`src/rtl/instrumented_adder_driver.sv`:
```
// Host-side sequencer for the instrumented Kogge-Stone adder: accepts one operand pair,
// runs one timed measurement and returns the captured sum, count and timeout flag.
module instrumented_adder_driver #(
   parameter int WIDTH     = 32,
   parameter int CNT_WIDTH = 32,
   parameter int SETTLE    = 2,
   parameter int TIMEOUT   = 1024
) (
   input  logic                 wb_clk_i,
   input  logic                 wb_rst_i,
   input  logic                 req_valid,
   output logic                 req_ready,
   input  logic [WIDTH-1:0]     req_a,
   input  logic [WIDTH-1:0]     req_b,
   input  logic                 req_ext,
   output logic                 resp_valid,
   input  logic                 resp_ready,
   output logic [WIDTH-1:0]     resp_sum,
   output logic [CNT_WIDTH-1:0] resp_count,
   output logic                 resp_timeout,
   output logic [WIDTH-1:0]     add_a,
   output logic [WIDTH-1:0]     add_b,
   output logic                 add_ext,
   output logic                 add_run,
   input  logic                 add_done,
   input  logic [WIDTH-1:0]     add_sum,
   input  logic [CNT_WIDTH-1:0] add_count
);

   localparam int MAXC = (SETTLE > TIMEOUT) ? SETTLE : TIMEOUT;
   localparam int CW   = $clog2(MAXC + 1);

   typedef enum logic [1:0] {S_IDLE, S_SETTLE, S_RUN, S_RESP} state_t;

   state_t                 state_q;
   logic [CW-1:0]          cnt_q;
   logic                   req_ready_q;
   logic                   resp_valid_q;
   logic [WIDTH-1:0]       resp_sum_q;
   logic [CNT_WIDTH-1:0]   resp_count_q;
   logic                   resp_timeout_q;
   logic [WIDTH-1:0]       add_a_q;
   logic [WIDTH-1:0]       add_b_q;
   logic                   add_ext_q;
   logic                   add_run_q;

   // One counter serves both phases: settle countdown, then the RUN timeout countdown.
   // In RUN a done sample takes priority over an expiring timeout.
   always_ff @(posedge wb_clk_i or posedge wb_rst_i) begin
      if (wb_rst_i) begin
         state_q        <= S_IDLE;
         cnt_q          <= '0;
         req_ready_q    <= 1'b0;
         resp_valid_q   <= 1'b0;
         resp_sum_q     <= '0;
         resp_count_q   <= '0;
         resp_timeout_q <= 1'b0;
         add_a_q        <= '0;
         add_b_q        <= '0;
         add_ext_q      <= 1'b0;
         add_run_q      <= 1'b0;
      end else begin
         case (state_q)
            S_IDLE: begin
               req_ready_q <= 1'b1;
               if (req_valid && req_ready_q) begin
                  add_a_q     <= req_a;
                  add_b_q     <= req_b;
                  add_ext_q   <= req_ext;
                  cnt_q       <= CW'(SETTLE - 1);
                  req_ready_q <= 1'b0;
                  state_q     <= S_SETTLE;
               end
            end
            S_SETTLE: begin
               if (cnt_q == '0) begin
                  cnt_q     <= CW'(TIMEOUT - 1);
                  add_run_q <= 1'b1;
                  state_q   <= S_RUN;
               end else begin
                  cnt_q <= cnt_q - 1'b1;
               end
            end
            S_RUN: begin
               if (add_done || cnt_q == '0) begin
                  resp_sum_q     <= add_sum;
                  resp_count_q   <= add_count;
                  resp_timeout_q <= !add_done;
                  resp_valid_q   <= 1'b1;
                  add_run_q      <= 1'b0;
                  state_q        <= S_RESP;
               end else begin
                  cnt_q <= cnt_q - 1'b1;
               end
            end
            S_RESP: begin
               if (resp_ready) begin
                  resp_valid_q <= 1'b0;
                  req_ready_q  <= 1'b1;
                  state_q      <= S_IDLE;
               end
            end
            default: state_q <= S_IDLE;
         endcase
      end
   end

   assign req_ready    = req_ready_q;
   assign resp_valid   = resp_valid_q;
   assign resp_sum     = resp_sum_q;
   assign resp_count   = resp_count_q;
   assign resp_timeout = resp_timeout_q;
   assign add_a        = add_a_q;
   assign add_b        = add_b_q;
   assign add_ext      = add_ext_q;
   assign add_run      = add_run_q;

endmodule

```
`config.mk`:
```
export PLATFORM = sky130hd
export DESIGN_NAME = instrumented_adder_driver
export DESIGN_NICKNAME = d
export VERILOG_FILES = /design/src/rtl/instrumented_adder_driver.sv
export SDC_FILE = /design/constraint.sdc
export NUM_CORES = 1
export LEC_CHECK = 0
export ABC_CLOCK_PERIOD_IN_PS = 6100
export CAP_MARGIN = 15
export CORE_UTILIZATION = 43
export CTS_CLUSTER_SIZE = 12
export DETAILED_ROUTE_END_ITERATION = 8
export GPL_TIMING_DRIVEN = 0
export PLACE_DENSITY_LB_ADDON = 0.25
export SETUP_SLACK_MARGIN = 0.5
export SLEW_MARGIN = 20
export SYNTH_ARGS = -nofsm -noshare
export SYNTH_HDL_FRONTEND = slang
export SYNTH_SLANG_ARGS = --single-unit
```
`constraint.sdc`:
```
create_clock -name wb_clk_i -period 6.1 [get_ports wb_clk_i]
set_input_delay 1.22 -clock wb_clk_i [delete_from_list [all_inputs] [get_ports wb_clk_i]]
set_output_delay 1.22 -clock wb_clk_i [all_outputs]
set_load 0.005 [all_outputs]
```
# Word level (Yosys, flattened, before mapping)
# Cells that the tools add are included.
op_classes:
  addsub: 1
  eq_ne: 8
  reduce_logical: 16
  muxes: 18
ops:
  columns: ["operator", "count"]
  rows:
  - ["two-way mux 11 bit", 3]
  - ["one-hot mux 11 bit (3 select lines)", 1]
  - ["zero test 11 bit", 1]
  - ["subtractor 11 x 1 -> 11 bit (second input constant)", 1]
  - ["!= test 2 bit (second input constant)", 5]
  - ["AND reduction 3 bit", 3]
  - ["two-way mux 2 bit", 4]
  - ["one-hot mux 2 bit (4 select lines)", 1]
  - ["two-way mux 1 bit", 6]
  - ["one-hot mux 1 bit (2 select lines)", 3]
  - ["AND reduction 2 bit", 3]
  - ["nonzero test 2 bit", 3]
  - ["== test 2 bit (second input constant)", 2]
  - ["AND reduction 4 bit", 1]
  - ["nonzero test 3 bit", 1]
  - ["== test 2 x 1 -> 1 bit (second input constant)", 1]
  - ["zero test 2 bit", 1]
  - ["logical AND 1 bit", 1]
  - ["zero test 1 bit", 1]
  - ["logical OR 1 bit", 1]
word_totals:
  wordCells: 54
  in_bits: 134
  out_inout_bits: 133
  regBits: 146

# Depth between registers and ports, before layout
depth:
  word_depth: 4
  ltp_mapped: 8
  ltp_nobuf: 6

# Least setup slack after synthesis
# Ideal clock, no wire load.
synth_path:
  path_kind: "in2reg"
  start: "input port req_valid"
  end: "register add_b_q[22] (netlist: add_b[22])"
  setup_slack_ns: 3.647
  setup_ns: 0.125
  t_required_ns: 5.975
  path_buffers: 2
  stages: 4
  t_arrival_ns: 2.328
  path_cell_list: "nand3_1 -> clkbuf_1 -> clkbuf_1 -> mux2_2"
synth_via:
  elab_chain_cells: 2
synth_rtl:
  columns: ["element", "line_no", "source"]
  rows:
  - ["start: declaration", "11", "input logic req_valid,"]
  - ["logical AND 1 bit", "66", "if (req_valid && req_ready_q) begin"]
  - ["AND reduction 2 bit (no source line)", null, null]
  - ["end signal: assignment", "68", "add_b_q <= req_b;"]
  - ["end: declaration", "43", "logic [WIDTH-1:0] add_b_q;"]
# Every way passes these cells.
# A chain may end at the register's enable or synchronous reset.

# Worst setup path in the final report
layout_path:
  start: "input port req_valid"
  end: "register add_b_q[29] (netlist: add_b[29])"
# Same word-level chain as after synthesis.

==> results.txt <==
----------------------------------------------------
[Outcome]
  Run status ... finished, final reports clean

[Global route]
  Antenna violations before repair ... 0
  GRT Util Overall ... 22.4%
  GR Overflow Total ... 0
  Largest net degree at the start of global routing ... 104
  Number of global-route vias before repair ... 4773
  Global-route wire length before repair ... 24.9 mm

[Route]
  Post-DR vias/cell ... 5.13
  Wirelength per Cell ... 18.9 um
  Number of optimization iterations in the first detailed-route pass ... 4
  DRC violation total after the first TritonRoute iteration ... 171
  Aggregate routed wire length ... 16.5 mm
  DRC violation count after routing ... 0
  Vias after detailed routing ... 4465
  Detail Route Antenna Nets ... 0

[Clock network]
  TritonCTS clock tree ... yes
  Buffers from clock root to sink, at most ... 2
  Postcts setup bufs ... 0
  CTS Hold Bufs ... 0
  CTS H-tree depth ... 4
  Cts repair resizes ... 0
  Clock latency on the worst-skew pair ... 410 ps
  Clock edge transition at the registers on the reported setup and hold paths ... 60 ps
  # clock sinks ... 146
  Root Driver ... sky130_fd_sc_hd__clkbuf_16
  Inserted Clock Buffers ... 17

[STA]
  Min setup slack post-route ... 3320 ps
  Setup repair after global routing missed its margin ... no
  Count of final max-slew check failures ... 0
  Tmin final ... 2780 ps
  Worst rel slew slack ... 45.2%
  Max frequency ... 360 MHz
  Post-route clock period utilization ... 45.6%
  Final Hold Vio Count ... 0
  Sum of negative setup slack ... 0 ps
  Hold_ws ... 502 ps
  Worst clock skew on the final layout ... 6.45 ps
  Worst-margin pin slew ... 820 ps
  Final count of negative-setup-slack endpoints ... 0

[Placed design]
  Standard cell area after detailed placement ... 0.00911 mm^2
  Post-DP HPWL ... 12.6 mm
  Total of buffers placed on input and output ports ... 266
  Dpl ws ... 2850 ps
  Number of cells after detailed placement ... 841
  Global placement routability congestion ... 0.890

[Synthesis]
  Cell types occupying the most area after synthesis ... sky130_fd_sc_hd__dfrtp_1 (59%), sky130_fd_sc_hd__mux2_2 (15%), sky130_fd_sc_hd__mux2_4 (12%)
  Portion of the post-synthesis area used by sequential elements ... 59.0%
  Area share of the largest cell type after synthesis ... 59.0%
  Cell taking the most area after synthesis ... sky130_fd_sc_hd__dfrtp_1
  Number of library cell types mapped by synthesis ... 48
  Yosys synthesis warning count ... 0
  Synthesized instance count ... 394
  Average footprint of a synthesized cell ... 15.7 um^2
  Post-synthesis cell area ... 0.00619 mm^2
  Net count of the mapped netlist ... 534
  #FFs+latches synth ... 146

[Floorplan]
  Die height ... 122 um
  Core Box Area ... 0.0139 mm^2
  Starting utilization of the core area ... 44.4%
  Std cell rows ... 43
  Die Width ... 122 um
  Die Area ... 0.0149 mm^2
  IO Count ... 267

[Hold path]
  Worst Hold Class ... reg -> reg
  Worst hold path cell count ... 1
  Destination of the worst hold path ... add_b[10]
  Hold path startpoint ... add_b[10]

[Critical path]
  R2r startpoint ... state_q[0]
  Capture point of the worst reg-to-reg path ... add_b[29]
  CP Cell Sequence ... clkdlybuf4s50_1 > nand3_1 > clkbuf_1 > clkbuf_1 > mux2_2
  Data required time of the worst path ... 6390 ps
  Start-to-end type of the worst setup path ... in -> reg
  CP Capture Type ... flip-flop
  Max incr delay on CP ... 470 ps
  Maximum fanout count along the critical path ... 10
  Critical-path cell with the highest stage delay ... sky130_fd_sc_hd__clkbuf_1
  Critical path launch point type ... input port
  Arrival time worst endpoint ... 3070 ps
  Worst setup slack for register-to-register paths ... 3820 ps
  Cell seen most often among critical-path stages ... sky130_fd_sc_hd__clkbuf_1
  Cell depth of the worst flop-to-flop path ... 6

[Run]
  Max-cap violation count ... 0

[Final layout]
  Layout Area Growth over Synthesis ... 56.6%
  Filler cell count in the final layout ... 963
  Number of inserted diodes ... 0
  Finished layout cell area ... 0.00969 mm^2
  Share of the core filled with cells ... 69.5%
  Number of cells in the finished layout apart from fillers ... 871
  Number of nets in the layout ... 820
  Fraction of layout cells with a size suffix above 1 ... 26.2%

[Power]
  Maximum vdd drop ... 284 uV
  Total power ... 5.24 mW
  Power density over the cells ... 540 mW/mm^2
  Leakage power of the design ... 4.30 nW

----------------------------------------------------
## worst max path at each step
stage,start,end,slack [ps],cells past startpoint
after floorplan,wb_rst_i,add_a[0],960,1
after global placement,wb_rst_i,resp_sum[15],-910,2
after detailed placement,req_valid,add_b[29],2850,5
after CTS,req_valid,add_b[29],3280,5
after global routing,req_valid,add_b[29],3210,5
final,req_valid,add_b[29],3320,5
## critical path: cells and delay by family
family                 cells  cell delay [ps]
buffers and inverters      3             1320
multiplexers               1              400
AND/OR/NAND/NOR            1              140
## cells by family after synthesis
kind of cell | after synthesis | synth area share (%)
flip-flops | 146 | 59.0
buffers and inverters | 32 | 3.60
multiplexers | 133 | 27.2
AO/OA/AOI/OAI | 44 | 5.48
AND/OR/NAND/NOR | 33 | 3.48
adder cells (fa/ha/maj) | 6 | 1.21
## cell type report
type | count | area [um^2] | area share (%)
multi-input cells | 216 | 2310 | 23.9
repair buffers | 267 | 2690 | 27.8
well taps | 180 | 225 | 2.32
plain buffers | 20 | 178 | 1.83
clock inverters | 9 | 108 | 1.11
inverters | 12 | 52.6 | 0.542
flip-flops and latches | 146 | 3650 | 37.7
clock buffers | 21 | 470 | 4.85
## cell usage after synthesis, drive strengths merged
cell type and count:
or4 1, nor4b 1, dfrtp 146, a21o 1, o211a 2, a41oi 3, nand3 7, o32a 1
ha 6, nor3 3, and3 1, o211ai 1, o21ai 5, a2bb2oi 1, or2 1, buf 13
nand2 5, o32ai 1, nand4 2, nand2b 1, o21a 1, mux2i 1, inv 12, a31oi 3
a21boi 1, mux2 132, a211oi 1, o22a 6, o2bb2ai 1, o22ai 1, nor2b 1, a31o 1
nor2 5, nor3b 1, a21oi 6, o21bai 1, nand3b 2, clkbuf 7, nor4 2, a221oi 7
## per-layer routing
layer	wire length, um	GRT usage, %	up-vias
li1	-	-	2003
met1	5910	24.1	2207
met2	8460	38.8	213
met3	1480	7.72	42
met4	643	11.8	0
met5	0	0	-
## sequential cells by signal, indices dropped and copies added, names as in the netlist
signal and count:
add_a 32, add_b 32, resp_count 32, resp_sum 32, cnt_q 11, state_q 2
add_ext 1, add_run 1, req_ready 1, resp_timeout 1, resp_valid 1
## power by group
part | leakage [nW] | switching [mW] | internal [mW]
Clock | 0.281 | 0.386 | 0.629
Combinational | 2.27 | 0.858 | 1.62
Sequential | 1.75 | 0.282 | 1.46
## cells in the final DEF, fill, tap and decap left out, types with 6 or more instances in the layout
cell type	count
sky130_fd_sc_hd__clkbuf_1	8
sky130_fd_sc_hd__clkbuf_16	17
sky130_fd_sc_hd__mux2_4	50
sky130_fd_sc_hd__inv_1	11
sky130_fd_sc_hd__a21oi_1	6
sky130_fd_sc_hd__mux2_2	82
sky130_fd_sc_hd__dfrtp_1	146
sky130_fd_sc_hd__nand3_1	7
sky130_fd_sc_hd__a221oi_1	7
sky130_fd_sc_hd__o22a_1	6
sky130_fd_sc_hd__ha_1	6
sky130_fd_sc_hd__clkdlybuf4s50_1	266
(Power assumes the default switching activity.)
